**src/rtl/mem_scan_if.sv**
```systemverilog
// mem_scan_if: scan control, memory read port, output handshake and status of mem_scan.
interface mem_scan_if #(
    parameter int ADDR_W = 4,
    parameter int DATA_W = 4
);
    logic                     start;
    logic [ADDR_W-1:0]        first_addr;
    logic [ADDR_W-1:0]        last_addr;
    logic                     mem_read;
    logic [ADDR_W-1:0]        mem_addr;
    logic [DATA_W-1:0]        mem_data;
    logic                     out_valid;
    logic                     out_ready;
    logic [DATA_W-1:0]        out_data;
    logic [DATA_W+ADDR_W-1:0] checksum;
    logic                     busy;
    logic                     done;

    modport master (
        input  start, first_addr, last_addr, mem_data, out_ready,
        output mem_read, mem_addr, out_valid, out_data, checksum, busy, done
    );

    modport slave (
        output start, first_addr, last_addr, mem_data, out_ready,
        input  mem_read, mem_addr, out_valid, out_data, checksum, busy, done
    );
endinterface

```
**src/rtl/mem_scan.sv**
```systemverilog
// mem_scan: reads a wrapping address range from a fixed-latency memory, hands each word out and signs it.
// Define MEM_SCAN_XOR_EN for an XOR signature instead of the default additive one.
module mem_scan #(
    parameter int ADDR_W = 4,
    parameter int DATA_W = 4,
    parameter int RD_LAT = 1
) (
    input logic clk,
    input logic rst_n,
    mem_scan_if.master bus
);
    localparam int CW = DATA_W + ADDR_W;

    typedef enum logic [2:0] {IDLE, ISSUE, WAIT, OUT, DONE} state_t;

    state_t            state, state_nxt;
    logic [ADDR_W-1:0] addr, last;
    logic [1:0]        cnt;
    logic              capture, accept;
    logic              mem_read, out_valid, busy, done;
    logic [DATA_W-1:0] out_data;
    logic [CW-1:0]     checksum;

    assign capture = state == WAIT && cnt == 2'(RD_LAT - 1);
    assign accept  = state == OUT && bus.out_ready;

    always_comb begin
        state_nxt = state == IDLE  ? (bus.start ? ISSUE : IDLE) :
                    state == ISSUE ? WAIT :
                    state == WAIT  ? (capture ? OUT : WAIT) :
                    state == OUT   ? (accept ? (addr == last ? DONE : ISSUE) : OUT) :
                    IDLE;
    end

    always_ff @(posedge clk or negedge rst_n) begin
        if (!rst_n) state <= IDLE;
        else        state <= state_nxt;
    end

    // Strobes and status are registered copies of the next state.
    always_ff @(posedge clk or negedge rst_n) begin
        if (!rst_n) begin
            mem_read  <= 1'b0;
            out_valid <= 1'b0;
            busy      <= 1'b0;
            done      <= 1'b0;
            addr      <= '0;
            last      <= '0;
            cnt       <= '0;
            out_data  <= '0;
            checksum  <= '0;
        end else begin
            mem_read  <= state_nxt == ISSUE;
            out_valid <= state_nxt == OUT;
            busy      <= state_nxt != IDLE;
            done      <= state_nxt == DONE;
            cnt       <= state == WAIT ? cnt + 2'd1 : 2'd0;
            if (state == IDLE && bus.start) begin
                addr     <= bus.first_addr;
                last     <= bus.last_addr;
                checksum <= '0;
            end
            if (capture) begin
                out_data <= bus.mem_data;
`ifdef MEM_SCAN_XOR_EN
                checksum <= checksum ^ CW'(bus.mem_data);
`else
                checksum <= checksum + CW'(bus.mem_data);
`endif
            end
            if (accept && addr != last) addr <= addr + 1'b1;
        end
    end

    assign bus.mem_read  = mem_read;
    assign bus.mem_addr  = addr;
    assign bus.out_valid = out_valid;
    assign bus.out_data  = out_data;
    assign bus.checksum  = checksum;
    assign bus.busy      = busy;
    assign bus.done      = done;
endmodule

```
**src/flat_wrapper.sv**
```systemverilog
// flat-port wrapper written by rule: the top's interface ports become plain ports
module mem_scan_flat 
#(
    parameter int ADDR_W = 4,
    parameter int DATA_W = 4,
    parameter int RD_LAT = 1
)
  (clk, rst_n, bus_start, bus_first_addr, bus_last_addr, bus_mem_data, bus_out_ready, bus_mem_read, bus_mem_addr, bus_out_valid, bus_out_data, bus_checksum, bus_busy, bus_done);
  mem_scan_if #(.ADDR_W(ADDR_W), .DATA_W(DATA_W)) bus_i ();
  input logic clk;
  input logic rst_n;
  input wire logic [$bits(bus_i.start)-1:0] bus_start;
  input wire logic [$bits(bus_i.first_addr)-1:0] bus_first_addr;
  input wire logic [$bits(bus_i.last_addr)-1:0] bus_last_addr;
  input wire logic [$bits(bus_i.mem_data)-1:0] bus_mem_data;
  input wire logic [$bits(bus_i.out_ready)-1:0] bus_out_ready;
  output wire logic [$bits(bus_i.mem_read)-1:0] bus_mem_read;
  output wire logic [$bits(bus_i.mem_addr)-1:0] bus_mem_addr;
  output wire logic [$bits(bus_i.out_valid)-1:0] bus_out_valid;
  output wire logic [$bits(bus_i.out_data)-1:0] bus_out_data;
  output wire logic [$bits(bus_i.checksum)-1:0] bus_checksum;
  output wire logic [$bits(bus_i.busy)-1:0] bus_busy;
  output wire logic [$bits(bus_i.done)-1:0] bus_done;
  assign bus_i.start = bus_start;
  assign bus_i.first_addr = bus_first_addr;
  assign bus_i.last_addr = bus_last_addr;
  assign bus_i.mem_data = bus_mem_data;
  assign bus_i.out_ready = bus_out_ready;
  assign bus_mem_read = bus_i.mem_read;
  assign bus_mem_addr = bus_i.mem_addr;
  assign bus_out_valid = bus_i.out_valid;
  assign bus_out_data = bus_i.out_data;
  assign bus_checksum = bus_i.checksum;
  assign bus_busy = bus_i.busy;
  assign bus_done = bus_i.done;
  mem_scan #(.ADDR_W(ADDR_W), .DATA_W(DATA_W), .RD_LAT(RD_LAT)) u_core (.clk(clk), .rst_n(rst_n), .bus(bus_i));
endmodule
```
**config.mk**
```make
export PLATFORM = sky130hd
export DESIGN_NAME = mem_scan_flat
export DESIGN_NICKNAME = d
export VERILOG_FILES = /design/src/rtl/mem_scan_if.sv /design/src/rtl/mem_scan.sv /design/src/flat_wrapper.sv
export SDC_FILE = /design/constraint.sdc
export NUM_CORES = 1
export LEC_CHECK = 0
export CORE_ASPECT_RATIO = 0.75
export CORE_MARGIN = 2
export CORE_UTILIZATION = 45
export DETAILED_ROUTE_END_ITERATION = 8
export PLACE_DENSITY_LB_ADDON = 0.05
export REMOVE_ABC_BUFFERS = 1
export SYNTH_ARGS = -nofsm -noshare
export SYNTH_HDL_FRONTEND = slang
export SYNTH_SLANG_ARGS = --single-unit
```
**constraint.sdc**
```tcl
create_clock -name clk -period 3.4 [get_ports clk]
set_clock_uncertainty 0.1 [all_clocks]
set_input_delay 0.68 -clock clk [delete_from_list [all_inputs] [get_ports clk]]
set_output_delay 0.68 -clock clk [all_outputs]
set_load 0.005 [all_outputs]
```
# [After elaboration in Yosys (flattened, before gate mapping)]
# Index checks and enable logic that the tools add are counted.
[classes] n_mux=13 n_eq_ne=8 n_reduce_logical=9 add_sub_neg=3
[op_table] operator="$mux 3" count=6
[op_table] operator="$mux 8" count=2
[op_table] operator="$eq 3x2->1 const B" count=3
[op_table] operator="$add 8x4->8" count=1
[op_table] operator="$mux 4" count=2
[op_table] operator="$eq 3x1->1 const B" count=2
[op_table] operator="$add 4x1->4 const B" count=1
[op_table] operator="$eq 4x4->1" count=1
[op_table] operator="$logic_and 1x1->1" count=4
[op_table] operator="$ne 4x4->1" count=1
[op_table] operator="$reduce_bool 2->1" count=2
[op_table] operator="$eq 3x3->1 const B" count=1
[op_table] operator="$logic_not 3->1" count=1
[op_table] operator="$reduce_bool 3->1" count=1
[op_table] operator="$add 2x1->2 const B" count=1
[op_table] operator="$logic_not 2->1" count=1
[op_table] operator="$mux 1" count=2
[op_table] operator="$mux 2" count=1
[word_totals] in_bits=16 regBits=29 word_cells=43

# [Depth between registers and ports, before layout]
# Gate-level depths: netlist (run 1).
[depth] ltp_word=8 depth_mapped=7 mapped_depth_nobuf=7

# [Worst setup path after synthesis (run 1)]
# Ideal clock, no wire load.
[synth_path] path_type="input-to-reg" from="input bus_mem_data[0]" to="register u_core.checksum[4] (netlist: u_core.bus.checksum[4])" t_arrival_ns=1.793 t_required_ns=3.221 cell_stages=7 slack_ns=1.428 path_cell_list="ha_1 > inv_1 > fa_1 > nor2b_1 > o21ai_0 > a21oi_1 > mux2i_1"
[synth_via] elab_chain_cells=2
[synth_lines] element="from (decl)" line_no="flat_wrapper.sv:15" rtl="input wire logic [$bits(bus_i.mem_data)-1:0] bus_mem_data;"
[synth_lines] element="$add 8x4->8" line_no="mem_scan.sv:68" rtl="checksum <= checksum + CW'(bus.mem_data);"
[synth_lines] element="$mux 8" line_no="mem_scan.sv:63" rtl="if (capture) begin"
[synth_lines] element="to (signal assigned)" line_no="mem_scan.sv:68"
[synth_lines] element="to (decl)" line_no="mem_scan.sv:22" rtl="logic [CW-1:0] checksum;"
# Every way passes these cells.
# A chain may end at the register's enable or synchronous reset.

# [Final worst setup path (run 1)]
[layout_path] from="input bus_mem_data[0]" to="register u_core.checksum[6] (netlist: u_core.bus.checksum[6])"
# Same word-level chain as after synthesis.

==> flow_summary.yaml, run 1 <==
route:
  drt-total-wl_mm: 2.90
  routedWlPerCell_um: 13.0
  first_iter_violations: 56
  viasPerCell: 5.13
  detail-route-antenna-nets: 0
  drcViolationCount: 0
  drtPass1Iterations: 4
  num_vias: 1145
clock_network:
  clk_transition_reported_paths_ns: 0.06
  tritoncts: "done"
  cts.sinks: 29
  clock_path_buffers: 2
  clk-insertion-delay-late_ns: 0.27
  cts_made_buffers: 5
  clock-root-buffer: "clkbuf_8"
  postCtsHoldBufs: 0
  ctsResizeCount: 0
  post_cts_buffers: 0
  htreeDepth: 2
setup_path:
  worst-path-max-fanout: 2
  crit_required_ns: 3.50
  endpoint_kind: "flip-flop"
  crit_arrival_ns: 2.41
  path_class: "in -> reg"
  start_kind: "primary input"
sta:
  hold_viol: 0
  drv_slew: 0
  finalWorstSetupSlack_ns: 1.09
  hold_ws_ns: 0.331
  fin_crit_sh: 0.681
  setup_viol: 0
  slew_headroom: 0.666
  rsz0062_at_grt: "no"
  worstMarginPinSlew_ns: 0.499
  final.min_clock_period_ns: 2.31
  max_freq_mhz: 432
  tns_ns: 0
cells_and_area:
  register_area_um2: 726
  multi_input_area_um2: 692
  most-common-layout-cells: "clkdlybuf4s50_1 (35), nand2_1 (30), dfrtp_1 (29)"
  nFillCells: 282
  design_area_mm2: 0.00195
  nNetsFinal: 206
  area_growth_pct: 29.0
  final_common_cell: "clkdlybuf4s50_1"
  antennaDiodeCount: 0
  final_layout_size_suffix_gt1_frac: 0.0656
floorplan:
  die_area_mm2: 0.00384
  fp.coreArea_mm2: 0.00324
  num_rows: 18
  die_height_um: 54.2
  start_util: 0.466
  die_w_um: 70.9
  io_pins: 36
placement:
  gp_congestion: 0.728
  io_buffers: 35
  placed_area_mm2: 0.00186
  hpwlAfterDp_mm: 2.09
  place_ws_ns: 0.823
synth:
  synthArstFlopShare: 1.00
  syn_inst: 147
  syn_area_mm2: 0.00151
  ys_types: 42
  ys_seq_area_frac: 0.480
  ys_ff_latch: 29
  syn_area_per_cell_um2: 10.3
  ys.flop_type: "dfrtp_1"
  synth_edf_count: 0
  yosysWarnings: 0
worst_hold_path:
  hold_class: "reg -> reg"
grt:
  grt_pass1_vias: 1082
  grt_pass1_wl_mm: 4.87
  grt_overflow: 0
  grt_max_degree: 30
  track_usage: 0.170
  grt_antenna_before_repair: 0
pwr:
  power_per_cell_area_mw_per_mm2: 851
  leakagePower_nw: 0.884
  worst_ir_drop_vdd_v: 0.000488
outcome:
  status: "finished clean"
job:
  maxCapViolations: 0
[stage by stage]
stage | utilization | power (mW) | cells
floorplan | - | 1.05 | 139
global route | 0.601 | 1.80 | 223
global placement | 0.574 | 1.37 | 216
detailed placement | 0.574 | 1.39 | 216
CTS | 0.601 | 1.68 | 223
finish | 0.601 | 1.66 | 223
[worst max-delay path, stage by stage]
cell and delay [ns]:
clkdlybuf4s50_1 0.49, ha_1 0.17, inv_1 0.05, fa_1 0.39
nor2b_1 0.12, o21ai_0 0.10, a21oi_1 0.21, mux2i_1 0.20
[area by class of cell]
| type | instances | area share |
|---|---|---|
| clock buffer | 7 | 0.0443 |
| inverter | 8 | 0.0154 |
| multi-input combinational | 102 | 0.355 |
| sequential | 29 | 0.372 |
| tap | 40 | 0.0257 |
| timing repair buffer | 37 | 0.187 |
[flip-flops by register name (all words and copies together), names as in the netlist]
signal / flops
u_core.bus.busy: 1
u_core.bus.mem_read: 1
u_core.bus.out_data: 4
u_core.bus.checksum: 8
u_core.state: 3
u_core.bus.done: 1
u_core.cnt: 2
u_core.last: 4
u_core.bus.mem_addr: 4
u_core.bus.out_valid: 1
[final timing paths]
path | cells after the start | to | slack [ns] | from
min reg2reg | 1 | u_core.cnt[0] | 0.33 | u_core.cnt[0]
max reg2reg | 4 | u_core.bus.mem_addr[2] | 1.53 | u_core.state[0]
min | 1 | u_core.cnt[0] | 0.33 | u_core.cnt[0]
max in group asynchronous | 2 | u_core.bus.out_valid | 2.22 | rst_n
max | 8 | u_core.bus.checksum[6] | 1.09 | bus_mem_data[0]
min in group asynchronous | 2 | u_core.last[3] | 0.71 | rst_n
[per-layer routing]
layer	track usage	vias up	part of all wire	routed length [um]
met5	0	-	0	0
met1	0.232	531	0.52	1520
met4	0.0660	0	0.014	41
li1	-	581	-	-
met3	0.0581	7	0.050	145
met2	0.252	26	0.41	1190
[kinds of logic (layout without fill, tap and decap cells)]
kind of cell | Yosys count | in the layout | share of synthesized area
and+or+nand+nor | 58 | 58 | 0.204
DFF | 29 | 29 | 0.480
AOI/OAI and AO/OA | 26 | 26 | 0.123
buffers and inverters | 16 | 52 | 0.0621
adders and majority gates | 7 | 7 | 0.0629
muxes | 6 | 6 | 0.0397
xor gates and xnor gates | 5 | 5 | 0.0290
[Yosys cell counts (2+ instances only)]
library cell,count,area share
buf_2,2,0.0066
o211ai_1,2,0.0099
xnor2_1,4,0.023
nor3_1,4,0.013
and2_1,3,0.012
a21oi_1,2,0.0066
nand4_1,3,0.012
nor2_1,3,0.0074
dfrtp_1,29,0.48
buf_6,4,0.030
o21ai_0,7,0.023
nand3b_1,2,0.0099
o31ai_1,2,0.0099
ha_1,6,0.050
inv_1,8,0.020
o21bai_1,2,0.0099
nand2_1,30,0.075
mux2i_1,6,0.040
nand3_1,5,0.017
[power breakdown]
part           switching [mW]  total (mW)  internal [mW]
Clock                   0.118       0.278          0.160
Sequential              0.157       0.647          0.490
Combinational           0.325       0.735          0.410
Note: power is estimated with default switching activity, not from simulation.
==> run 2: changes to the inputs <==
- clock period: 3.4 -> 2.2 ns (I/O delays scaled with it)
==> run 2 against run 1 <==
Clock power increased by 55%. First-iteration DRC count increased by 16%. Routed wire length rose by 5.0%. Combinational power increased by 59%. Non-clock buffer count is 5 higher. Global-route usage increased by 0.41 points. Critical path depth is the same. Via count is 2.4% higher. Critical endpoint is now u_core.bus.checksum[4]. Largest cell class unchanged.
==> flow_summary.yaml, run 2 (synthesized netlist as in run 1, its figures left out) <==
outcome:
  status: "finished clean"
placement:
  placedCellCount: 221
  hpwlAfterDp_mm: 2.23
  io_buffers: 35
  placed_area_mm2: 0.00190
  place_ws_ns: -0.168
  gp_congestion: 0.702
pwr:
  leakagePower_nw: 0.906
  worst_ir_drop_vdd_v: 0.000729
  power_per_cell_area_mw_per_mm2: 1310
sta:
  max_freq_mhz: 496
  slew_headroom: 0.671
  tns_ns: 0
  hold_ws_ns: 0.357
  worstMarginPinSlew_ns: 0.494
  fin_crit_sh: 0.917
  finalWorstSetupSlack_ns: 0.182
  final.min_clock_period_ns: 2.02
  rsz0062_at_grt: "no"
  hold_viol: 0
  drv_slew: 0
  setup_viol: 0
worst_hold_path:
  hold_class: "reg -> reg"
  holdPathStages: 1
cells_and_area:
  antennaDiodeCount: 0
  stdcell_count: 228
  largest_reg_flops: 8
  regMostFlops: "u_core.bus.checksum"
  final_layout_size_suffix_gt1_frac: 0.101
  most-common-layout-cells: "clkdlybuf4s50_1 (35), nand2_1 (30), dfrtp_1 (29)"
  final_common_cell: "clkdlybuf4s50_1"
  design_area_mm2: 0.00199
  nNetsFinal: 211
  area_growth_pct: 31.8
floorplan:
  die_w_um: 70.9
  start_util: 0.466
  io_pins: 36
  fp.coreArea_mm2: 0.00324
  die_area_mm2: 0.00384
  num_rows: 18
  die_height_um: 54.2
setup_path:
  path_class: "in -> reg"
  worst-path-max-fanout: 2
  endpoint_kind: "flip-flop"
  crit_arrival_ns: 2.11
  crit_required_ns: 2.29
  start_kind: "primary input"
  r2r_cells: 3
route:
  drcViolationCount: 0
  drtPass1Iterations: 4
  routedWlPerCell_um: 13.3
  detail-route-antenna-nets: 0
  num_vias: 1173
  first_iter_violations: 65
  drt-total-wl_mm: 3.04
  viasPerCell: 5.14
clock_network:
  cts_made_buffers: 5
  clk-insertion-delay-late_ns: 0.27
  clock_path_buffers: 2
  clk_transition_reported_paths_ns: 0.06
  clock-root-buffer: "clkbuf_8"
  tritoncts: "done"
  cts.sinks: 29
  htreeDepth: 2
grt:
  grt_pass1_wl_mm: 4.95
  grt_max_degree: 30
  grt_antenna_before_repair: 0
  track_usage: 0.174
  grt_pass1_vias: 1063
  grt_overflow: 0
job:
  maxCapViolations: 0
[run 2: cell types whose count changed in the layout (fill, tap and decap cells not counted), sizes merged]
cell  delta
buf      +5
[run 2: path summary, 6_finish.rpt]
path / start / endpoint / slack, ns
max reg2reg: u_core.state[0] / u_core.bus.mem_addr[2] / 0.37
min: u_core.cnt[0] / u_core.cnt[0] / 0.36
min reg2reg: u_core.cnt[0] / u_core.cnt[0] / 0.36
max in group asynchronous: rst_n / u_core.bus.out_valid / 1.28
max: bus_mem_data[0] / u_core.bus.checksum[4] / 0.18
min in group asynchronous: rst_n / u_core.bus.out_data[3] / 0.45
[run 2: what timing repair did]
| item | CTS | global route |
|---|---|---|
| hold buffers | 0 | 0 |
| setup buffers | 0 | 0 |
| endpoints found under the setup margin | 0 | 1 |
| gates resized for setup | 0 | 2 |
[run 2: layout make-up]
| type | count | area, um^2 |
|---|---|---|
| multi-input combinational | 102 | 697 |
| inverter | 8 | 30.0 |
| timing repair buffer | 42 | 403 |
| tap | 40 | 50.0 |
| clock buffer | 7 | 86.3 |
| sequential | 29 | 726 |
| fill | 277 | 1250 |
[run 2: power breakdown]
part | switching (mW) | internal, mW | leakage [nW] | total (mW)
Sequential | 0.252 | 0.758 | 0.363 | 1.01
Combinational | 0.510 | 0.656 | 0.499 | 1.17
Clock | 0.183 | 0.247 | 0.0443 | 0.430
Total | 0.945 | 1.66 | 0.906 | 2.61
[run 2: routing by layer]
metal  global-route usage  vias up  routed length [um]
met5                    0        -                   0
met2                0.269       26                1300
met1                0.230      553                1550
met3               0.0655        3                 173
met4               0.0566        0                  14
li1                     -      591                   -
[run 2: stage by stage]
step / power (mW) / utilization
after global routing: 2.84 / 0.614
final: 2.61 / 0.614
after floorplan: 1.62 / -
after CTS: 2.63 / 0.613
after detailed placement: 2.18 / 0.586
after global placement: 2.14 / 0.586
[run 2: critical path: stages]
cell and delay, ns:
clkdlybuf4s50_1 0.49, ha_2 0.18, inv_1 0.05, fa_2 0.33, nor2b_1 0.11, o21ai_0 0.11, a21oi_1 0.18, mux2i_1 0.22
